## config.mk

```make
export PLATFORM = sky130hd
export DESIGN_NAME = serial_rx_deframer
export DESIGN_NICKNAME = d
export VERILOG_FILES = /design/src/rtl/pkg_serial.sv /design/src/rtl/serial_rx_fifo.sv /design/src/rtl/serial_rx_deframer.sv
export SDC_FILE = /design/constraint.sdc
export NUM_CORES = 1
export LEC_CHECK = 0
export BUFFER_PORTS_ARGS = -buffer_cell sky130_fd_sc_hd__buf_4
export CORE_ASPECT_RATIO = 0.9
export CORE_MARGIN = 1.5
export CORE_UTILIZATION = 55
export DETAILED_ROUTE_END_ITERATION = 12
export PLACE_DENSITY = 0.73
export SYNTH_ARGS = -nofsm -noshare
export SYNTH_HDL_FRONTEND = slang
export SYNTH_SLANG_ARGS = --single-unit
```

## constraint.sdc

```tcl
create_clock -name clk -period 3.16 [get_ports clk]
set_clock_uncertainty 0.2 [all_clocks]
set_input_delay 0.948 -clock clk [delete_from_list [all_inputs] [get_ports clk]]
set_output_delay 0.948 -clock clk [all_outputs]
set_load 0.05 [all_outputs]
```

## src/rtl/pkg_serial.sv

```systemverilog
// Shared types and helpers for the serial receive deframer.
// Optional parity support in the deframer is enabled by defining SERIAL_RX_PARITY_EN.
package pkg_serial;

    typedef enum logic [2:0] {
        IDLE,
        START,
        DATA,
        PARITY,
        STOP,
        WAIT_HIGH
    } rx_state_t;

    localparam int unsigned OVERSAMPLE = 16;
    localparam int unsigned MID_SAMPLE = 7;

    // Clocks per oversample tick, truncated; never less than one clock.
    function automatic int unsigned calc_div(input int unsigned clk_freq, input int unsigned baud);
        int unsigned div;
        div = clk_freq / (baud * OVERSAMPLE);
        return (div == 0) ? 1 : div;
    endfunction

endpackage

```

## src/rtl/serial_rx_fifo.sv

```systemverilog
// Small output FIFO for received words; head word is shown combinationally.
// Part of serial_rx_deframer (parity option: SERIAL_RX_PARITY_EN, unused here).
module serial_rx_fifo #(
    parameter int unsigned DATA_W     = 8,
    parameter int unsigned FIFO_DEPTH = 4
) (
    input  logic              clk,
    input  logic              rst,
    input  logic              i_push,
    input  logic [DATA_W-1:0] i_din,
    output logic              o_full,
    input  logic              i_pop,
    output logic [DATA_W-1:0] o_dout,
    output logic              o_empty
);

    localparam int unsigned AW = $clog2(FIFO_DEPTH);

    logic [AW:0]       r_wp;
    logic [AW:0]       r_rp;
    logic [DATA_W-1:0] r_mem [FIFO_DEPTH];

    logic w_full;
    logic w_empty;
    logic w_do_pop;
    logic w_do_push;

    // Extra pointer MSB distinguishes full from empty.
    assign w_full    = (r_wp[AW] != r_rp[AW]) && (r_wp[AW-1:0] == r_rp[AW-1:0]);
    assign w_empty   = (r_wp == r_rp);
    assign w_do_pop  = i_pop && !w_empty;
    // A pop in the same cycle frees the slot, so a push into a full FIFO is accepted then.
    assign w_do_push = i_push && (!w_full || w_do_pop);

    assign o_full  = w_full;
    assign o_empty = w_empty;
    assign o_dout  = r_mem[r_rp[AW-1:0]];

    // Storage and pointer update.
    always_ff @(posedge clk or posedge rst) begin
        if (rst) begin
            r_wp <= '0;
            r_rp <= '0;
            for (int i = 0; i < FIFO_DEPTH; i++) begin
                r_mem[i] <= '0;
            end
        end else begin
            if (w_do_push) begin
                r_mem[r_wp[AW-1:0]] <= i_din;
                r_wp                <= r_wp + 1'b1;
            end
            if (w_do_pop) begin
                r_rp <= r_rp + 1'b1;
            end
        end
    end

endmodule

```

## src/rtl/serial_rx_deframer.sv

```systemverilog
// 16x oversampling serial receiver: recovers start/data/stop frames from rx_i,
// buffers completed words in serial_rx_fifo and presents them on valid/ready.
// Define SERIAL_RX_PARITY_EN to insert an even-parity bit after the data bits.
module serial_rx_deframer
    import pkg_serial::*;
#(
    parameter int unsigned CLK_FREQ   = 50_000_000,
    parameter int unsigned BAUD       = 9600,
    parameter int unsigned DATA_W     = 8,
    parameter int unsigned FIFO_DEPTH = 4
) (
    input  logic              clk,
    input  logic              rst,
    input  logic              rx_i,
    output logic [DATA_W-1:0] data_o,
    output logic              valid_o,
    input  logic              ready_i,
    output logic              frame_err_o,
    output logic              parity_err_o,
    output logic              overrun_o
);

    localparam int unsigned DIV = calc_div(CLK_FREQ, BAUD);
    localparam int unsigned CW  = (DIV > 1) ? $clog2(DIV) : 1;
    localparam int unsigned IW  = (DATA_W > 1) ? $clog2(DATA_W) : 1;

    localparam logic [3:0]    SCNT_MID  = 4'(MID_SAMPLE);
    localparam logic [3:0]    SCNT_LAST = 4'(OVERSAMPLE - 1);
    localparam logic [CW-1:0] DIV_LAST  = CW'(DIV - 1);
    localparam logic [IW-1:0] IDX_LAST  = IW'(DATA_W - 1);

    logic              r_sync1;
    logic              r_sync2;
    logic [CW-1:0]     r_div_cnt;
    rx_state_t         r_state;
    logic [3:0]        r_scnt;
    logic [IW-1:0]     r_idx;
    logic [DATA_W-1:0] r_shift;
    logic              r_frame_err;
    logic              r_overrun;
`ifdef SERIAL_RX_PARITY_EN
    logic              r_par_err;
    logic              r_par_bad;
`endif

    logic              w_rxs;
    logic              w_tick;
    logic              w_start;
    logic              w_push;
    logic              w_pop;
    logic              w_full;
    logic              w_empty;
    logic              w_word_ok;
    logic [DATA_W-1:0] w_dout;

    assign w_rxs   = r_sync2;
    assign w_tick  = (r_div_cnt == DIV_LAST);
    assign w_start = (r_state == IDLE) && !w_rxs;

`ifdef SERIAL_RX_PARITY_EN
    assign w_word_ok    = !r_par_bad;
    assign parity_err_o = r_par_err;
`else
    assign w_word_ok    = 1'b1;
    assign parity_err_o = 1'b0;
`endif

    // Word is complete when the stop bit samples high; push happens in that same cycle.
    assign w_push = (r_state == STOP) && w_tick && (r_scnt == SCNT_LAST) && w_rxs && w_word_ok;
    assign w_pop  = ready_i && !w_empty;

    assign data_o      = w_dout;
    assign valid_o     = !w_empty;
    assign frame_err_o = r_frame_err;
    assign overrun_o   = r_overrun;

    // Two-flop synchroniser; idles high so reset does not look like a start bit.
    always_ff @(posedge clk or posedge rst) begin
        if (rst) begin
            r_sync1 <= 1'b1;
            r_sync2 <= 1'b1;
        end else begin
            r_sync1 <= rx_i;
            r_sync2 <= r_sync1;
        end
    end

    // Oversample tick divider, realigned to the detected start edge.
    always_ff @(posedge clk or posedge rst) begin
        if (rst) begin
            r_div_cnt <= '0;
        end else if (w_start || w_tick) begin
            r_div_cnt <= '0;
        end else begin
            r_div_cnt <= r_div_cnt + CW'(1);
        end
    end

    // Frame FSM with registered error pulses.
    always_ff @(posedge clk or posedge rst) begin
        if (rst) begin
            r_state     <= IDLE;
            r_scnt      <= '0;
            r_idx       <= '0;
            r_shift     <= '0;
            r_frame_err <= 1'b0;
`ifdef SERIAL_RX_PARITY_EN
            r_par_err   <= 1'b0;
            r_par_bad   <= 1'b0;
`endif
        end else begin
            r_frame_err <= 1'b0;
`ifdef SERIAL_RX_PARITY_EN
            r_par_err   <= 1'b0;
`endif
            case (r_state)
                IDLE: begin
                    if (!w_rxs) begin
                        r_state <= START;
                        r_scnt  <= '0;
                    end
                end
                START: begin
                    if (w_tick) begin
                        if (r_scnt == SCNT_MID) begin
                            if (!w_rxs) begin
                                r_state <= DATA;
                                r_scnt  <= '0;
                                r_idx   <= '0;
`ifdef SERIAL_RX_PARITY_EN
                                r_par_bad <= 1'b0;
`endif
                            end else begin
                                // Line went back high before mid-bit: glitch.
                                r_state <= IDLE;
                            end
                        end else begin
                            r_scnt <= r_scnt + 4'd1;
                        end
                    end
                end
                DATA: begin
                    if (w_tick) begin
                        r_scnt <= r_scnt + 4'd1;
                        if (r_scnt == SCNT_LAST) begin
                            r_shift[r_idx] <= w_rxs;
                            if (r_idx == IDX_LAST) begin
`ifdef SERIAL_RX_PARITY_EN
                                r_state <= PARITY;
`else
                                r_state <= STOP;
`endif
                            end else begin
                                r_idx <= r_idx + IW'(1);
                            end
                        end
                    end
                end
`ifdef SERIAL_RX_PARITY_EN
                PARITY: begin
                    if (w_tick) begin
                        r_scnt <= r_scnt + 4'd1;
                        if (r_scnt == SCNT_LAST) begin
                            if ((^r_shift) ^ w_rxs) begin
                                r_par_err <= 1'b1;
                                r_par_bad <= 1'b1;
                            end
                            r_state <= STOP;
                        end
                    end
                end
`endif
                STOP: begin
                    if (w_tick) begin
                        r_scnt <= r_scnt + 4'd1;
                        if (r_scnt == SCNT_LAST) begin
                            if (w_rxs) begin
                                r_state <= IDLE;
                            end else begin
                                r_frame_err <= 1'b1;
                                r_state     <= WAIT_HIGH;
                            end
                        end
                    end
                end
                WAIT_HIGH: begin
                    // Hold off while the line is in a break so it cannot re-trigger.
                    if (w_rxs) begin
                        r_state <= IDLE;
                    end
                end
                default: begin
                    r_state <= IDLE;
                end
            endcase
        end
    end

    // Overrun: completed word arrives while the FIFO is full and nothing leaves.
    always_ff @(posedge clk or posedge rst) begin
        if (rst) begin
            r_overrun <= 1'b0;
        end else begin
            r_overrun <= w_push && w_full && !w_pop;
        end
    end

    serial_rx_fifo #(
        .DATA_W     (DATA_W),
        .FIFO_DEPTH (FIFO_DEPTH)
    ) u_fifo (
        .clk     (clk),
        .rst     (rst),
        .i_push  (w_push),
        .i_din   (r_shift),
        .o_full  (w_full),
        .i_pop   (w_pop),
        .o_dout  (w_dout),
        .o_empty (w_empty)
    );

endmodule

```

==> impl_metrics.env <==
export IMPL_hp_class="register to register"
export IMPL_port_buffers=14
export IMPL_report_final_setup_viol=0
export IMPL_status="finished, final reports clean"
export IMPL_path_class="register to primary output"
export IMPL_fin_crit_sh_pct=94.4
export IMPL_grt_total_usage_pct=20.9
export IMPL_antennaDiodeCount=0
export IMPL_start_kind="register"
export IMPL_path_clk_slew_ns=0.07
export IMPL_final_util_pct=63.9
export IMPL_cts_root_buffer="clkbuf_8"
export IMPL_tightest_slew_ns=0.698
export IMPL_wirelength_um=6330
export IMPL_insertion_delay_ns=0.35
export IMPL_fin_area_um2=3890
export IMPL_synth_cell_types=54
export IMPL_cts_setup_buffers=0
export IMPL_ant_nets=0
export IMPL_dieArea_um2=6750
export IMPL_coreArea_um2=6080
export IMPL_drtIter0Drc=184
export IMPL_netlist_area_um2=3450
export IMPL_hold_viol=0
export IMPL_layout_drive_gt1_share_pct=34.4
export IMPL_areaGrowthSynthToFinish_pct=12.8
export IMPL_yosysWarnings=0
export IMPL_max_freq_mhz=335
export IMPL_grt_ovfl_total=0
export IMPL_drv_slew=0
export IMPL_htreeDepth=3
export IMPL_setup_slack_ns=0.177
export IMPL_final_common_cell="dfrtp_1"
export IMPL_period_minus_slack_ns=2.98
export IMPL_ir_worst_vdd_mv=0.349
export IMPL_synth_edf_count=0
export IMPL_start_util_pct=56.7
export IMPL_grt_pass1_wl_um=10900
export IMPL_relSlewSlack_pct=52.2
export IMPL_ys_seq_elements=69
export IMPL_vias=2231
export IMPL_yosysSeqAreaShare_pct=50.2
export IMPL_grt_start_max_net_pins=70
export IMPL_leakage_nw=1.86
export IMPL_vias_per_cell=6.01
export IMPL_hpwl_um=4330
export IMPL_final_cell_mix="dfrtp_1 (67), mux2_2 (43), buf_4 (20)"
export IMPL_rsz0062_at_grt="no"
export IMPL_critPathCaptureType="primary output"
export IMPL_synthFlopType="dfrtp_1"
export IMPL_grt_antenna_before_repair=0
export IMPL_drc=0
export IMPL_crit_arrival_ns=1.83
export IMPL_cts_buffers=9
export IMPL_worstPathRequired_ns=2.01
export IMPL_grt_pass1_vias=2208
export IMPL_cellPowerDensity_nw_per_um2=503
export IMPL_cts_hold_buf=0
export IMPL_synthArstFlopShare_pct=100
export IMPL_routabilityCongestion=0.834
export IMPL_clockBufferDepth=2
export IMPL_place_ws_ns=0.512
export IMPL_first_pass_iters=5
export IMPL_rows=27
export IMPL_die_width_um=86.5
export IMPL_path_max_fanout=9
export IMPL_ios=16
export IMPL_dpl_instance_area_um2=3660
export IMPL_syn_nets=286
export IMPL_tns_ns=0
export IMPL_cts_tree="yes"
export IMPL_cap_violations=0
export IMPL_die_h_um=78.1
export IMPL_fin_nets=308
export IMPL_cts_sinks=69
export IMPL_holdWs_ns=0.158
export IMPL_wl_per_cell_um=17.1
export IMPL_postCtsResizedCells=0
export IMPL_netlist_instances=272
export IMPL_syn_area_per_cell_um2=12.7
## layer usage
| layer | global-route usage, % | wire length [um] | up-vias |
|---|---|---|---|
| li1 | - | - | 1048 |
| met1 | 29.0 | 2940 | 1110 |
| met2 | 32.3 | 3070 | 65 |
| met3 | 5.47 | 256 | 8 |
| met4 | 6.29 | 70 | 0 |
| met5 | 0 | 0 | - |
## final cells by class
| class | instances | area [um^2] |
|---|---|---|
| Clock inverter | 6 | 86.3 |
| Inverter | 15 | 56.3 |
| Timing Repair Buffer | 21 | 170 |
| Tap cell | 72 | 90.1 |
| Sequential cell | 69 | 1730 |
| Multi-Input combinational cell | 178 | 1620 |
| Fill cell | 459 | 2190 |
| Clock buffer | 10 | 138 |
## Yosys cell counts, types with 2 or more instances
library cell,count,share of area (%)
o211ai_1,3,0.65
buf_2,2,0.29
dfrtp_1,67,49
and3_1,2,0.36
inv_1,15,1.6
nand3_2,4,1.2
nand3_1,7,1.0
o22ai_1,3,0.54
xnor2_1,9,2.3
mux2i_1,3,0.87
ha_1,10,3.6
o2111ai_1,2,0.51
nand3b_1,2,0.44
nor4_1,5,0.91
o21ai_0,2,0.29
nor2_1,15,1.6
mux4_2,8,5.2
nand4b_1,2,0.51
nand2_1,11,1.2
xor2_1,8,2.0
dfstp_2,2,1.5
mux2_2,43,14
nand4_1,7,1.3
or3b_2,3,0.76
clkbuf_1,6,0.65
nor3_1,3,0.44
## report_power, final
| part | switching [mW] | internal (mW) |
|---|---|---|
| Combinational | 0.0842 | 0.101 |
| Clock | 0.330 | 0.464 |
| Sequential | 0.0721 | 0.905 |
## worst max-delay path: stages (launching register included)
cell and delay (ns):
dfrtp_1 0.70, mux4_2 0.59, buf_4 0.21
## cells by family (layout without fill, tap and decap cells)
kind of cell,Yosys count,count (layout),share of synthesized area (%)
AO/OA/AOI/OAI,25,25,5.99
XOR/XNOR,17,17,4.32
adder cells (fa/ha/maj),10,10,3.63
buffers and inverters,25,52,2.90
flip-flops,69,69,50.2
multiplexers,54,54,20.1
other,1,1,0.109
AND/OR/NAND/NOR,71,71,12.7
## final timing paths
| kind | end | depth (start not counted) | start | slack, ns |
|---|---|---|---|---|
| min reg2reg | r_sync2 | 0 | r_sync1 | 0.16 |
| min in group asynchronous | r_div_cnt[2] | 3 | rst | 0.48 |
| min | r_sync2 | 0 | r_sync1 | 0.16 |
| max | data_o[4] | 2 | u_fifo.r_rp[0] | 0.18 |
| max reg2reg | u_fifo.r_mem[5] | 4 | r_sync2 | 0.53 |
| max in group asynchronous | r_sync2 | 3 | rst | 1.97 |
## stage by stage
step                      std cells  power [mW]
after floorplan                 272        1.13
after global placement          355        1.18
after detailed placement        355        1.18
after global routing            371        2.04
final                           371        1.96
after CTS                       371        1.98
## state kept, by name, summed over array words and instances (netlist names)
register / cells
r_sync1: 1
r_idx: 3
r_scnt: 4
u_fifo.r_wp: 3
overrun_o: 1
r_div_cnt: 9
frame_err_o: 1
r_sync2: 1
u_fifo.r_mem: 32
u_fifo.r_rp: 3
r_state: 3
r_shift: 8
Power figures use the tool's default switching activity.
